==> src/rtl/u712_pkg.sv <==
// Shared types and helpers for the U712 cycle-termination path.
// FSM state encoding, align-kind constants and counter sizing.
package u712_pkg;

    typedef enum logic [2:0] {
        IDLE,
        WAIT,
        ALIGN,
        ACK,
        ERR,
        RECOVER
    } state_t;

    localparam logic KIND_ACK = 1'b0;
    localparam logic KIND_ERR = 1'b1;

    function automatic int cnt_width(input int n);
        return (n <= 2) ? 1 : $clog2(n);
    endfunction

endpackage

==> src/rtl/u712_prio_enc.sv <==
// Lowest-index-wins one-hot priority encoder with a multiple-request flag.
// Purely combinational, zero latency, no backpressure.
module u712_prio_enc #(
    parameter int N_SRC = 2
) (
    input  logic [N_SRC-1:0] i_req,
    output logic [N_SRC-1:0] o_onehot,
    output logic             o_any,
    output logic             o_multi
);
    logic w_seen;

    always_comb begin
        o_onehot = '0;
        o_multi  = 1'b0;
        w_seen   = 1'b0;
        for (int i = 0; i < N_SRC; i++) begin
            if (i_req[i]) begin
                if (w_seen) begin
                    o_multi = 1'b1;
                end else begin
                    o_onehot[i] = 1'b1;
                end
                w_seen = 1'b1;
            end
        end
        o_any = w_seen;
    end

endmodule

==> src/rtl/u712_cycle_term_n.sv <==
// Arbitrates N_SRC termination requests into a CLK40-aligned 68040 TACKn; registered outputs.
// Optional bus-timeout watchdog driving TEAn is built only when BUS_TIMEOUT_EN is defined.
module u712_cycle_term_n
    import u712_pkg::*;
#(
    parameter int N_SRC       = 2,
    parameter int TACK_CYCLES = 2,
    parameter int TIMEOUT     = 1024
) (
    input  logic             CLK80,
    input  logic             RESETn,
    input  logic             TSn,
    input  logic             CLK40_PH,
    input  logic [N_SRC-1:0] TERM_REQ,
    output logic             TACKn,
    output logic             TEAn,
    output logic             BUSY,
    output logic [N_SRC-1:0] TERM_SRC,
    output logic             TIMEOUT_STB,
    output logic             COLLIDE
);
    localparam int HW = cnt_width(TACK_CYCLES);

    state_t           r_state, w_state_nxt;
    logic [HW-1:0]    r_hold, w_hold_nxt;
    logic             r_tackn, w_tackn_nxt;
    logic             r_busy, w_busy_nxt;
    logic             r_collide, w_collide_nxt;
    logic [N_SRC-1:0] r_term_src, w_term_src_nxt;
    logic [N_SRC-1:0] w_onehot;
    logic             w_any;
    logic             w_multi;
`ifdef BUS_TIMEOUT_EN
    localparam int CW = cnt_width(TIMEOUT);

    logic [CW-1:0]    r_cnt, w_cnt_nxt, w_cnt_inc;
    logic             r_kind, w_kind_nxt;
    logic             r_tean, w_tean_nxt;
    logic             r_tmo_stb, w_tmo_stb_nxt;
    logic             w_tmo;

    assign w_cnt_inc = (r_cnt == CW'(TIMEOUT - 1)) ? r_cnt : r_cnt + 1'b1;
    // Fires on the edge that advances the count to TIMEOUT-1.
    assign w_tmo     = (r_cnt == CW'(TIMEOUT - 2));
`endif

    u712_prio_enc #(.N_SRC(N_SRC)) u_prio (
        .i_req    (TERM_REQ),
        .o_onehot (w_onehot),
        .o_any    (w_any),
        .o_multi  (w_multi)
    );

    always_comb begin
        w_state_nxt    = r_state;
        w_hold_nxt     = r_hold;
        w_tackn_nxt    = 1'b1;
        w_busy_nxt     = r_busy;
        w_collide_nxt  = 1'b0;
        w_term_src_nxt = r_term_src;
`ifdef BUS_TIMEOUT_EN
        w_cnt_nxt      = r_cnt;
        w_kind_nxt     = r_kind;
        w_tean_nxt     = 1'b1;
        w_tmo_stb_nxt  = 1'b0;
`endif
        case (r_state)
            IDLE: begin
                if (!TSn) begin
                    w_state_nxt    = WAIT;
                    w_busy_nxt     = 1'b1;
                    w_term_src_nxt = '0;
`ifdef BUS_TIMEOUT_EN
                    w_cnt_nxt      = '0;
`endif
                end
            end
            WAIT: begin
`ifdef BUS_TIMEOUT_EN
                w_cnt_nxt = w_cnt_inc;
`endif
                if (w_any) begin
                    w_term_src_nxt = w_onehot;
                    w_collide_nxt  = w_multi;
                    w_hold_nxt     = '0;
                    if (CLK40_PH) begin
                        w_state_nxt = ACK;
                        w_tackn_nxt = 1'b0;
                    end else begin
                        w_state_nxt = ALIGN;
`ifdef BUS_TIMEOUT_EN
                        w_kind_nxt  = KIND_ACK;
`endif
                    end
                end
`ifdef BUS_TIMEOUT_EN
                else if (w_tmo) begin
                    w_tmo_stb_nxt = 1'b1;
                    w_hold_nxt    = '0;
                    if (CLK40_PH) begin
                        w_state_nxt = ERR;
                        w_tean_nxt  = 1'b0;
                    end else begin
                        w_state_nxt = ALIGN;
                        w_kind_nxt  = KIND_ERR;
                    end
                end
`endif
            end
            ALIGN: begin
                if (CLK40_PH) begin
                    w_hold_nxt = '0;
`ifdef BUS_TIMEOUT_EN
                    if (r_kind == KIND_ERR) begin
                        w_state_nxt = ERR;
                        w_tean_nxt  = 1'b0;
                    end else begin
                        w_state_nxt = ACK;
                        w_tackn_nxt = 1'b0;
                    end
`else
                    w_state_nxt = ACK;
                    w_tackn_nxt = 1'b0;
`endif
                end
            end
            ACK: begin
                if (r_hold == HW'(TACK_CYCLES - 1)) begin
                    w_state_nxt = RECOVER;
                end else begin
                    w_hold_nxt  = r_hold + 1'b1;
                    w_tackn_nxt = 1'b0;
                end
            end
`ifdef BUS_TIMEOUT_EN
            ERR: begin
                if (r_hold == HW'(TACK_CYCLES - 1)) begin
                    w_state_nxt = RECOVER;
                end else begin
                    w_hold_nxt = r_hold + 1'b1;
                    w_tean_nxt = 1'b0;
                end
            end
`endif
            RECOVER: begin
                // A new TSn here starts a back-to-back cycle without dropping BUSY.
                if (!TSn) begin
                    w_state_nxt    = WAIT;
                    w_term_src_nxt = '0;
`ifdef BUS_TIMEOUT_EN
                    w_cnt_nxt      = '0;
`endif
                end else begin
                    w_state_nxt = IDLE;
                    w_busy_nxt  = 1'b0;
                end
            end
            default: begin
                w_state_nxt = IDLE;
                w_busy_nxt  = 1'b0;
            end
        endcase
    end

    always_ff @(posedge CLK80 or negedge RESETn) begin
        if (!RESETn) begin
            r_state    <= IDLE;
            r_hold     <= '0;
            r_tackn    <= 1'b1;
            r_busy     <= 1'b0;
            r_collide  <= 1'b0;
            r_term_src <= '0;
`ifdef BUS_TIMEOUT_EN
            r_cnt      <= '0;
            r_kind     <= KIND_ACK;
            r_tean     <= 1'b1;
            r_tmo_stb  <= 1'b0;
`endif
        end else begin
            r_state    <= w_state_nxt;
            r_hold     <= w_hold_nxt;
            r_tackn    <= w_tackn_nxt;
            r_busy     <= w_busy_nxt;
            r_collide  <= w_collide_nxt;
            r_term_src <= w_term_src_nxt;
`ifdef BUS_TIMEOUT_EN
            r_cnt      <= w_cnt_nxt;
            r_kind     <= w_kind_nxt;
            r_tean     <= w_tean_nxt;
            r_tmo_stb  <= w_tmo_stb_nxt;
`endif
        end
    end

    assign TACKn    = r_tackn;
    assign BUSY     = r_busy;
    assign COLLIDE  = r_collide;
    assign TERM_SRC = r_term_src;
`ifdef BUS_TIMEOUT_EN
    assign TEAn        = r_tean;
    assign TIMEOUT_STB = r_tmo_stb;
`else
    assign TEAn        = 1'b1;
    assign TIMEOUT_STB = 1'b0;
`endif

endmodule

==> config.mk <==
export PLATFORM = sky130hd
export DESIGN_NAME = u712_cycle_term_n
export DESIGN_NICKNAME = d
export VERILOG_FILES = /design/src/rtl/u712_pkg.sv /design/src/rtl/u712_prio_enc.sv /design/src/rtl/u712_cycle_term_n.sv
export SDC_FILE = /design/constraint.sdc
export NUM_CORES = 1
export LEC_CHECK = 0
export ABC_AREA = 1
export CAP_MARGIN = 25
export CORE_AREA = 2 2 39 41
export DETAILED_ROUTE_END_ITERATION = 16
export DIE_AREA = 0 0 41 43
export PLACE_DENSITY = 0.67
export SLEW_MARGIN = 5
export SYNTH_ARGS = -nofsm -noshare
export SYNTH_HDL_FRONTEND = slang
export SYNTH_SLANG_ARGS = --single-unit
export TNS_END_PERCENT = 5
==> constraint.sdc <==
create_clock -name CLK80 -period 1.1 [get_ports CLK80]
set_input_delay 0.11 -clock CLK80 [delete_from_list [all_inputs] [get_ports CLK80]]
set_output_delay 0.11 -clock CLK80 [all_outputs]
set_load 0.01 [all_outputs]
======== Yosys cells after proc, flatten, opt, wreduce, memory -nomap -nowiden ========
Index checks and enable logic that the tools add are counted.
storage, ports and cells
  bits in registers ....................... 9
  bits of input ports ..................... 6
operators by class
  $add $sub $neg .......................... 1
  equality and inequality tests ........... 10
  multiplexer cells ....................... 29
  bitwise logic cells ..................... 1
  reduce and logical (&&, ||, !) cells .... 9
operators by type and width
  cell                 count
  $mux 1               18
  $pmux 3 s5           1
  $mux 3               4
  $ne 2x2->1 const B   5
  $pmux 1 s3           3
  $reduce_and 3->1     3
  $eq 3x2->1 const B   2
  $mux 2               2
  $pmux 2 s2           1
  $reduce_and 4->1     1
  $eq 3x1->1 const B   1
  $eq 3x3->1 const B   1
  $logic_not 3->1      1
  $reduce_bool 3->1    1
  $reduce_or 3->1      1
  $ne 2x1->1 const B   1
  $reduce_bool 2->1    1
  $reduce_or 2->1      1
  $add 1x1->1 const B  1
  $not 1->1            1

======== Depth between registers and ports, before layout ========
Gate-level depths: netlist of run 1.
  word-level depth ........................ 5
  mapped depth ............................ 8
  gate-level depth less buffers ........... 7

======== By module ========
From an unflattened synthesis of run 1, not the netlist that was laid out.
second synthesis, totals
  cells, all modules ...................... 80
  area total of the unflattened synthesis .. 569.3 um^2
by module, submodules not included
  module             times used  cells an instance  area each (um^2)
  u712_cycle_term_n  1           73                 539.3
  u712_prio_enc      1           7                  30.0

======== Worst setup path before layout of run 1 ========
Ideal clock, no wire load.
  path type ............................... register to register
  start point ............................. register r_state[1]
  end point ............................... register r_state[0]
  library setup time ...................... 0.116 ns
  arrival time ............................ 0.976 ns
  path slack .............................. 0.008 ns
  stages on the path, launching flop included .. 8
  path buffers ............................ 1
  clock period less this slack ............ 1.092 ns
  path through ............................ dfrtp_1 -> buf_4 -> nor2_1 -> nand3_1 -> nand2_1 -> nor2_1 -> nand2_1 -> nand2_1
between the ends
  cells in the longest elaborated chain, start to end .. 3
  elaborated cells on any way between the ends .. 11
  those cells by class .................... 8 x eq/ne; 1 x mux; 2 x reduce/logical
ends and longest elaborated chain
  what                                                       RTL line                  text
  start, declared                                            u712_cycle_term_n.sv:24   state_t r_state, w_state_nxt;
  start signal, assigned                                     u712_cycle_term_n.sv:180  r_state <= w_state_nxt;
  $eq 3x2->1, or another cell as far along                   u712_cycle_term_n.sv:67   case (r_state)
  $ne 2x2->1 (no line) / $ne 2x1->1 (equally long branches)  n/a
  $reduce_and 4->1 (no line)                                 n/a
Parallel ways exist; a longest one is shown, timed or not.
A chain may end at the register's enable or synchronous reset.

======== Worst setup path in the final report of run 1 ========
Same ends and word-level chain as after synthesis.

==> results.txt, run 1 <==
----------------------------------------------------
[Run status]
  Run status ... finished with violations
  Violations in the final reports ... setup timing

[Pwr]
  VDD IR-drop max ... 1130 µV
  Logic gate share of total power ... 54.6%
  Ratio of total power to cell area ... 2720 nW/µm²
  Post-layout total power ... 2020 µW
  Portion of total power attributed to sequential cells ... 33.3%
  Proportion of total power due to net switching ... 45.0%
  Pleak ... 0.000388 µW
  P_sw ... 909 µW
  Cell Int Power ... 1110 µW
  Share of power burned in the clock network ... 12.0%

[Worst setup path]
  Reg2Reg Depth ... 5
  Endpoint kind of the worst setup timing path ... register
  Slowest cell on the critical path ... dfrtp_2
  Cells along the critical path ... buf_4 > nor3_2 > o21ai_0 > nand2_1 > nand2_1
  Number of buffers and inverters on the critical path ... 1
  Launch point of the worst reg-to-reg path ... r_state[1]
  Critical register-to-register path endpoint ... r_state[0]
  Required time of the critical path ... 1240 ps
  Max stage delay on crit path ... 470 ps
  Reg-to-reg setup timing slack ... -70 ps
  Crit Path Class ... register to register
  Crit start category ... register
  Signal arrival time at the worst endpoint ... 1310 ps
  Kind of cell with the highest combined delay on the critical path ... flip-flops
  Max FO, Critical Path ... 6
  Most used cell, CP ... nand2_1

[CTS]
  Clock transition at the registers of the reported paths ... 60 ps
  Clock Sink Count ... 9
  Number of CTS-inserted buffers ... 3
  TritonCTS clock tree ... done
  Clock tree buffer depth ... 2
  H-Tree Depth ... 1
  Clock latency on the worst-skew pair ... 250 ps
  Buffer type at the clock tree root ... clkbuf_4
  Cts-stage hold buffer count ... 0

[Min path]
  Hold Path Class ... input pin to asynchronous set/reset pin

[Finish]
  Area growth from synthesis to final layout ... 40.2%
  Final-stage net count ... 100
  Share of final-layout standard cells stronger than drive strength 1 ... 29.0%
  Ant. Diodes ... 0
  Non-filler cells, final ... 109
  Number of fill cells ... 137
  Post-route cell area ... 742 µm²

[Global route]
  GR Overflow Total ... 0
  Via count of the first global-routing pass ... 476
  Global-route wire length before repair ... 1.87 mm
  Initial antenna violation count ... 0
  Largest net degree at the start of global routing ... 10
  All-Layer GR Usage ... 16.3%

[Die]
  Placement row count ... 14
  I/O pin count ... 13
  Floorplan die height ... 43 µm
  Die ar. ... 1760 µm²
  Core footprint ... 1380 µm²
  Die width ... 41 µm
  Initial Utilization ... 38.2%

[Logic synthesis]
  Count of synthesis-stage warnings from yosys ... 0
  Post-synthesis compound-gate area fraction ... 5.67%
  Simple-gate share of the synthesized area ... 39.5%
  Post-synth net total ... 82
  Number of enable flip-flop cells after synthesis ... 0
  Yosys cell types ... 16
  Main combinational cell family by area after synthesis ... simple AND/OR/NAND/NOR gates
  Synth area leaders ... dfrtp_1 (38%), nand2_1 (16%), nand3_1 (9.5%), nor2_1 (6.4%), inv_1 (5.7%)
  Syn_area_per_cell ... 6.96 µm²
  Most frequent cell after synthesis ... nand2_1
  Synthesized instance count ... 76
  Mux cell area share after synthesis ... 0%
  Post-synthesis cell area ... 529 µm²
  Ys async rst share ... 100%
  Primary FF master, synth ... dfrtp_1
  Top cells by count, synth ... nand2_1 (23), nand3_1 (10), nor2_1 (9), dfrtp_1 (8), inv_1 (8)
  Sequential cell area fraction in the yosys report ... 42.8%
  Cell accounting for the most synthesized area ... dfrtp_1
  XOR/XNOR Fraction of Synth Area ... 0%
  Number of synthesized register bits ... 9
  Area fraction of the dominant cell type after synthesis ... 37.8%
  Synth Area in Adders ... 0%

[Timing]
  Final setup violation count ... 5
  Smallest hold slack ... 146 ps
  RSZ-0062 raised after global routing ... yes
  Min Clock Period, post-route ... 1170 ps
  Hold violation count in the final report ... 0
  Layout Skew ... 1.08 ps
  Final cycle utilization of the critical path ... 107%
  Aggregate negative setup slack ... -200 ps
  Smallest setup slack after layout ... -72.6 ps
  Achievable Freq ... 0.853 GHz
  Count of pins over their slew limit ... 0

[Drt]
  Met3 WL ... 91 µm
  Avg WL per Cell ... 10.7 µm
  Total length of routed wires ... 1.17 mm
  Iter 0 DRT Violations ... 15
  Length of routed met2 wiring ... 603 µm
  Iteration count of the initial detailed-routing pass ... 4
  Vias post-DR ... 530
  Final ANT Viol Nets ... 0
  Detailed-route vias per instance ... 4.86
  Highest metal layer with signal wires ... met3
  DRC violations left ... 0
  Met1 Routed Length ... 472 µm

[Place]
  DP Area ... 664 µm²
  HPWL after detailed placement ... 887 µm
  Routability Congestion ... 0.879
  # placed instances ... 104
  Count of input and output buffers ... 10

[Run]
  Max capacitance violation total ... 0

----------------------------------------------------
metal layers:
layer	vias to the layer above	GRT usage, %
met5	-	0
met4	0	8.00
met3	0	7.85
met2	23	24.7
met1	238	18.3
li1	269	-
timing repair:
item                       CTS  global route
pin swaps                    1             1
setup endpoints to repair   12             8
gates cloned                 0             0
resized for setup           13            16
buffers inserted             0             1
how the worst max path moves through the flow:
stage            endpoint  depth (start not counted)  startpoint
2_1_floorplan  r_state[0]                          7  r_state[1]
3_3_place_gp   r_state[1]                          5  r_state[1]
3_5_place_dp   r_state[1]                          5  r_state[1]
4_1_cts        r_state[1]                          6  r_state[1]
5_1_grt        r_state[1]                          7  r_state[0]
6_report       r_state[0]                          5  r_state[1]
power groups by stage:
stage	Clock, µW	Sequential, µW	Combinational [µW]
floorplan	0	615	670
global placement	0	645	984
detailed placement	0	646	988
CTS	260	659	968
global route	294	692	1240
finish	242	673	1100
final cells by class:
class	instances	area, µm²	share of cell area, %
multi-input cells	55	294	39.6
flip-flops and latches	9	230	31.0
repair buffers	16	135	18.2
inverters	9	36.3	4.89
clock buffers	4	26.3	3.54
well taps	16	20.0	2.70
metrics by stage:
step / worst slack (ps) / util, %
after CTS: -50.6 / 50.6
after detailed placement: -155 / 48.0
after global routing: -137 / 53.6
after global placement: -164 / 48.0
final: -72.6 / 53.6
after floorplan: 7.75 / -
cell usage in the layout, fill, tap and decap left out, drive strengths merged:
cell type,synthesis,layout
dfrtp,8,8
inv,9,9
nor3,1,1
buf,3,7
and2,1,1
nand3,11,11
conb,2,2
clkdlybuf4s50,0,5
dfstp,1,1
a21oi,2,2
clkbuf,0,4
nor2,10,10
o21ai,4,4
nand2,24,24
dlygate4sd2,0,4
logic make-up after synthesis:
| group | after synthesis |
|---|---|
| and+or+nand+nor | 47 |
| other | 2 |
| buffers and inverters | 12 |
| DFF | 9 |
| AOI/OAI and AO/OA | 6 |
flip-flops by register name (all words and copies together) (netlist names):
name      count
TACKn         1
TERM_SRC      2
BUSY          1
r_state       3
COLLIDE       1
r_hold        1
No activity file was read; power rests on OpenSTA's default activity.
==> run 2, diff against run 1 <==
CAP_MARGIN = not set   (was 25)
==> results of run 2 <==
The final DEF is identical to that of run 1; final timing and power are the same.
==> run 3, diff against run 2 <==
CORE_AREA = not set   (was 2 2 39 41)
CORE_MARGIN = 2   (was not set)
CORE_UTILIZATION = 42   (was not set)
DIE_AREA = not set   (was 0 0 41 43)
PLACE_DENSITY = 0.69   (was 0.67)
SYNTH_HIERARCHICAL = 1   (was not set)
==> run 3 against run 2 <==
- the run still ends with setup timing left
- core utilization is 2.6 points higher
- synthesized cell count is 5.3% higher
- register-to-register slack better by 50 ps
- non-clock buffer count is 1 lower
- die area is 5.5% lower
- final cell count is 0.92% higher
- via count is 0.75% lower
- clock power is 8.3% higher
- critical path depth is 2 higher
- flip-flop and latch count stayed put
- clock skew is 1.5 ps higher
- critical endpoint is now TERM_SRC[1]
==> results.txt, run 3 <==
----------------------------------------------------
[Worst setup path]
  Signal arrival time at the worst endpoint ... 1320 ps (about the same)
  Required time of the critical path ... 1300 ps (+60 ps)
  Cells along the critical path ... nor2_4 > nand2_2 > nand2_4 > nand2_4 > nand2_2 > nand2_1 > nand2_1
  Kind of cell with the highest combined delay on the critical path ... simple AND/OR/NAND/NOR gates
  Crit Path Class ... register to register
  Max stage delay on crit path ... 460 ps (about the same)
  Number of buffers and inverters on the critical path ... 0 (-1)
  Slowest cell on the critical path ... dfrtp_2
  Endpoint kind of the worst setup timing path ... register
  Crit start category ... register
  Max FO, Critical Path ... 7 (+1)

[Global route]
  Initial antenna violation count ... 0 (unchanged)
  All-Layer GR Usage ... 18.5% (+2.2 points)
  Largest net degree at the start of global routing ... 10 (unchanged)
  Via count of the first global-routing pass ... 514 (+8.0%)
  GR Overflow Total ... 0 (unchanged)
  Global-route wire length before repair ... 2.00 mm (+7.1%)

[Finish]
  Most common library cell in the layout ignoring fill and taps ... nand2_1
  Area growth from synthesis to final layout ... 26.8%
  Top library cells by usage in the layout, fill and taps aside ... nand2_1 (22), inv_1 (14), nand3_1 (7)
  Most flops, register ... r_state
  Number of flip-flops in the largest register ... 3 (unchanged)
  Share of final-layout standard cells stronger than drive strength 1 ... 25.3% (-3.8 points)
  Final-stage net count ... 102 (+2.0%)
  Post-route cell area ... 722 µm² (-2.7%)
  Ant. Diodes ... 0 (unchanged)

[Logic synthesis]
  Synthesized instance count ... 80 (+5.3%)
  Syn_area_per_cell ... 7.12 µm² (+2.2%)
  Primary FF master, synth ... dfrtp_1
  Post-synthesis cell area ... 569 µm² (+7.6%)
  Number of enable flip-flop cells after synthesis ... 0 (unchanged)
  Cell accounting for the most synthesized area ... dfrtp_1
  Yosys cell types ... 20 (+4)
  Post-synth net total ... 86 (+4.9%)
  Top cells by count, synth ... nand2_1 (22), inv_1 (15), dfrtp_1 (8), nand3_1 (8), nor2_1 (5)
  Area fraction of the dominant cell type after synthesis ... 35.2% (-2.7 points)
  Number of synthesized register bits ... 9 (unchanged)
  Ys async rst share ... 100% (unchanged)
  Synth area leaders ... dfrtp_1 (35%), nand2_1 (15%), inv_1 (9.9%), nand3_1 (7.0%), dfstp_2 (4.6%)
  Sequential cell area fraction in the yosys report ... 39.8% (-3.0 points)
  Count of synthesis-stage warnings from yosys ... 6 (+6)
  Most frequent cell after synthesis ... nand2_1

[Drt]
  Detailed-route vias per instance ... 4.78 (-1.7%)
  DRC violations left ... 0 (unchanged)
  Final ANT Viol Nets ... 0 (unchanged)
  Avg WL per Cell ... 10.3 µm (-4.2%)
  Iteration count of the initial detailed-routing pass ... 4 (unchanged)
  Iter 0 DRT Violations ... 8 (-7)
  Vias post-DR ... 526 (-0.75%)
  Total length of routed wires ... 1.13 mm (-3.3%)

[Die]
  Floorplan die height ... 40.8 µm (-5.1%)
  Die width ... 40.8 µm (-0.45%)
  Initial Utilization ... 44.3% (+6.1 points)
  Placement row count ... 13 (-1)
  Die ar. ... 1670 µm² (-5.5%)
  I/O pin count ... 13 (unchanged)
  Core footprint ... 1280 µm² (-7.1%)

[Run status]
  Violations in the final reports ... setup timing
  Run status ... finished with violations

[Timing]
  Final cycle utilization of the critical path ... 102% (-4.6 points)
  Achievable Freq ... 0.891 GHz (+4.5%)
  Hold violation count in the final report ... 0 (unchanged)
  Count of pins over their slew limit ... 0 (unchanged)
  Smallest setup slack after layout ... -22.5 ps (+50.1 ps)
  Final setup violation count ... 5 (unchanged)
  Layout Skew ... 2.58 ps (+1.50 ps)
  RSZ-0062 raised after global routing ... yes
  Aggregate negative setup slack ... -95.5 ps (+104 ps)
  Min Clock Period, post-route ... 1120 ps (-50.1 ps)

[Min path]
  Hold Path Class ... input pin to asynchronous set/reset pin

[Pwr]
  Portion of total power attributed to sequential cells ... 33.2% (about the same)
  VDD IR-drop max ... 1200 µV (+6.4%)
  Logic gate share of total power ... 53.0% (-1.6 points)
  Ratio of total power to cell area ... 2630 nW/µm² (-3.2%)
  Proportion of total power due to net switching ... 45.3% (+0.25 points)
  Pleak ... 0.000425 µW (+9.7%)
  Cell Int Power ... 1040 µW (-6.3%)
  P_sw ... 860 µW (-5.3%)
  Share of power burned in the clock network ... 13.8% (+1.8 points)

[Run]
  Max capacitance violation total ... 0 (unchanged)

[CTS]
  Clock latency on the worst-skew pair ... 260 ps (about the same)
  Clock transition at the registers of the reported paths ... 60 ps (about the same)
  Buffer type at the clock tree root ... clkbuf_4
  Clock tree buffer depth ... 2 (unchanged)
  TritonCTS clock tree ... done
  Clock Sink Count ... 9 (unchanged)
  Number of CTS-inserted buffers ... 3 (unchanged)
  Cts-stage hold buffer count ... 0 (unchanged)
  H-Tree Depth ... 1 (unchanged)

[Place]
  HPWL after detailed placement ... 894 µm (+0.73%)
  Count of input and output buffers ... 10 (unchanged)
  Routability Congestion ... 0.886 (+0.82%)
  DP Area ... 681 µm² (+2.4%)

----------------------------------------------------
run 3: cell count changes after synthesis, moves of 2 or more:
cell     change
nand3_1      -2
inv_1        +7
nand2_2      +3
o21ai_0      -3
o21ai_1      +2
nor2_1       -4
run 3: what timing repair did:
item                       4_1_cts  5_1_grt
setup endpoints to repair        8        7
gates resized for setup          9        5
gates cloned                     0        0
buffers inserted                 0        1
pin swaps                        1        6
run 3: area by class of cell:
type | count | area (µm²)
tap | 15 | 18.8
timing repair buffer | 15 | 128
clock buffer | 4 | 26.3
sequential | 9 | 229
fill | 135 | 563
inverter | 16 | 60.1
multi-input combinational | 51 | 260
run 3: power groups by stage:
stage	Combinational, µW	Sequential (µW)	Clock, µW
after CTS	949	630	265
after floorplan	704	638	0
after global routing	1180	654	287
after detailed placement	990	632	0
after global placement	969	630	0
final	1010	632	262
run 3: worst paths after layout:
kind                        startpoint     endpoint  slack, ps  depth (start not counted)
hold reg to reg            TERM_SRC[0]  TERM_SRC[0]        480                          2
min in group CLK80            CLK40_PH        TACKn        470                          4
setup reg to reg            r_state[2]  TERM_SRC[1]        -20                          7
max in group asynchronous       RESETn        TACKn        640                          1
setup / recovery            r_state[2]  TERM_SRC[1]        -20                          7
hold / removal                  RESETn  TERM_SRC[0]        140                          1
run 3: metrics by stage:
| stage | utilization [%] | worst slack, ps | instances | hold WS, ps | power, µW |
|---|---|---|---|---|---|
| detailed placement | 53.0 | -219 | 105 | 445 | 1620 |
| finish | 56.2 | -22.5 | 110 | 139 | 1900 |
| CTS | 54.3 | -25.4 | 109 | 168 | 1840 |
| floorplan | - | 48.8 | 80 | -186 | 1340 |
| global placement | 53.0 | -129 | 105 | 446 | 1600 |
| global route | 56.2 | -119 | 110 | 168 | 2120 |
run 3: cell families after synthesis:
group	Yosys count	share of synthesized area [%]
other	2	1.32
DFF	9	39.8
buffers and inverters	20	17.1
and+or+nand+nor	43	35.2
AOI/OAI and AO/OA	6	6.59
run 3: layer usage:
| metal | vias up | share of wire (%) | global-route usage [%] |
|---|---|---|---|
| li1 | 268 | - | - |
| met1 | 236 | 42 | 21.5 |
| met2 | 17 | 49 | 30.1 |
| met3 | 5 | 5.7 | 3.26 |
| met4 | 0 | 3.1 | 13.3 |
| met5 | - | 0 | 0 |
run 3: worst reg2reg max path: stages (launching register included):
cell     delay [ps]
dfrtp_2         460
nor2_4          180
nand2_2         100
nand2_4          90
nand2_4          60
nand2_2          60
nand2_1          50
nand2_1          70
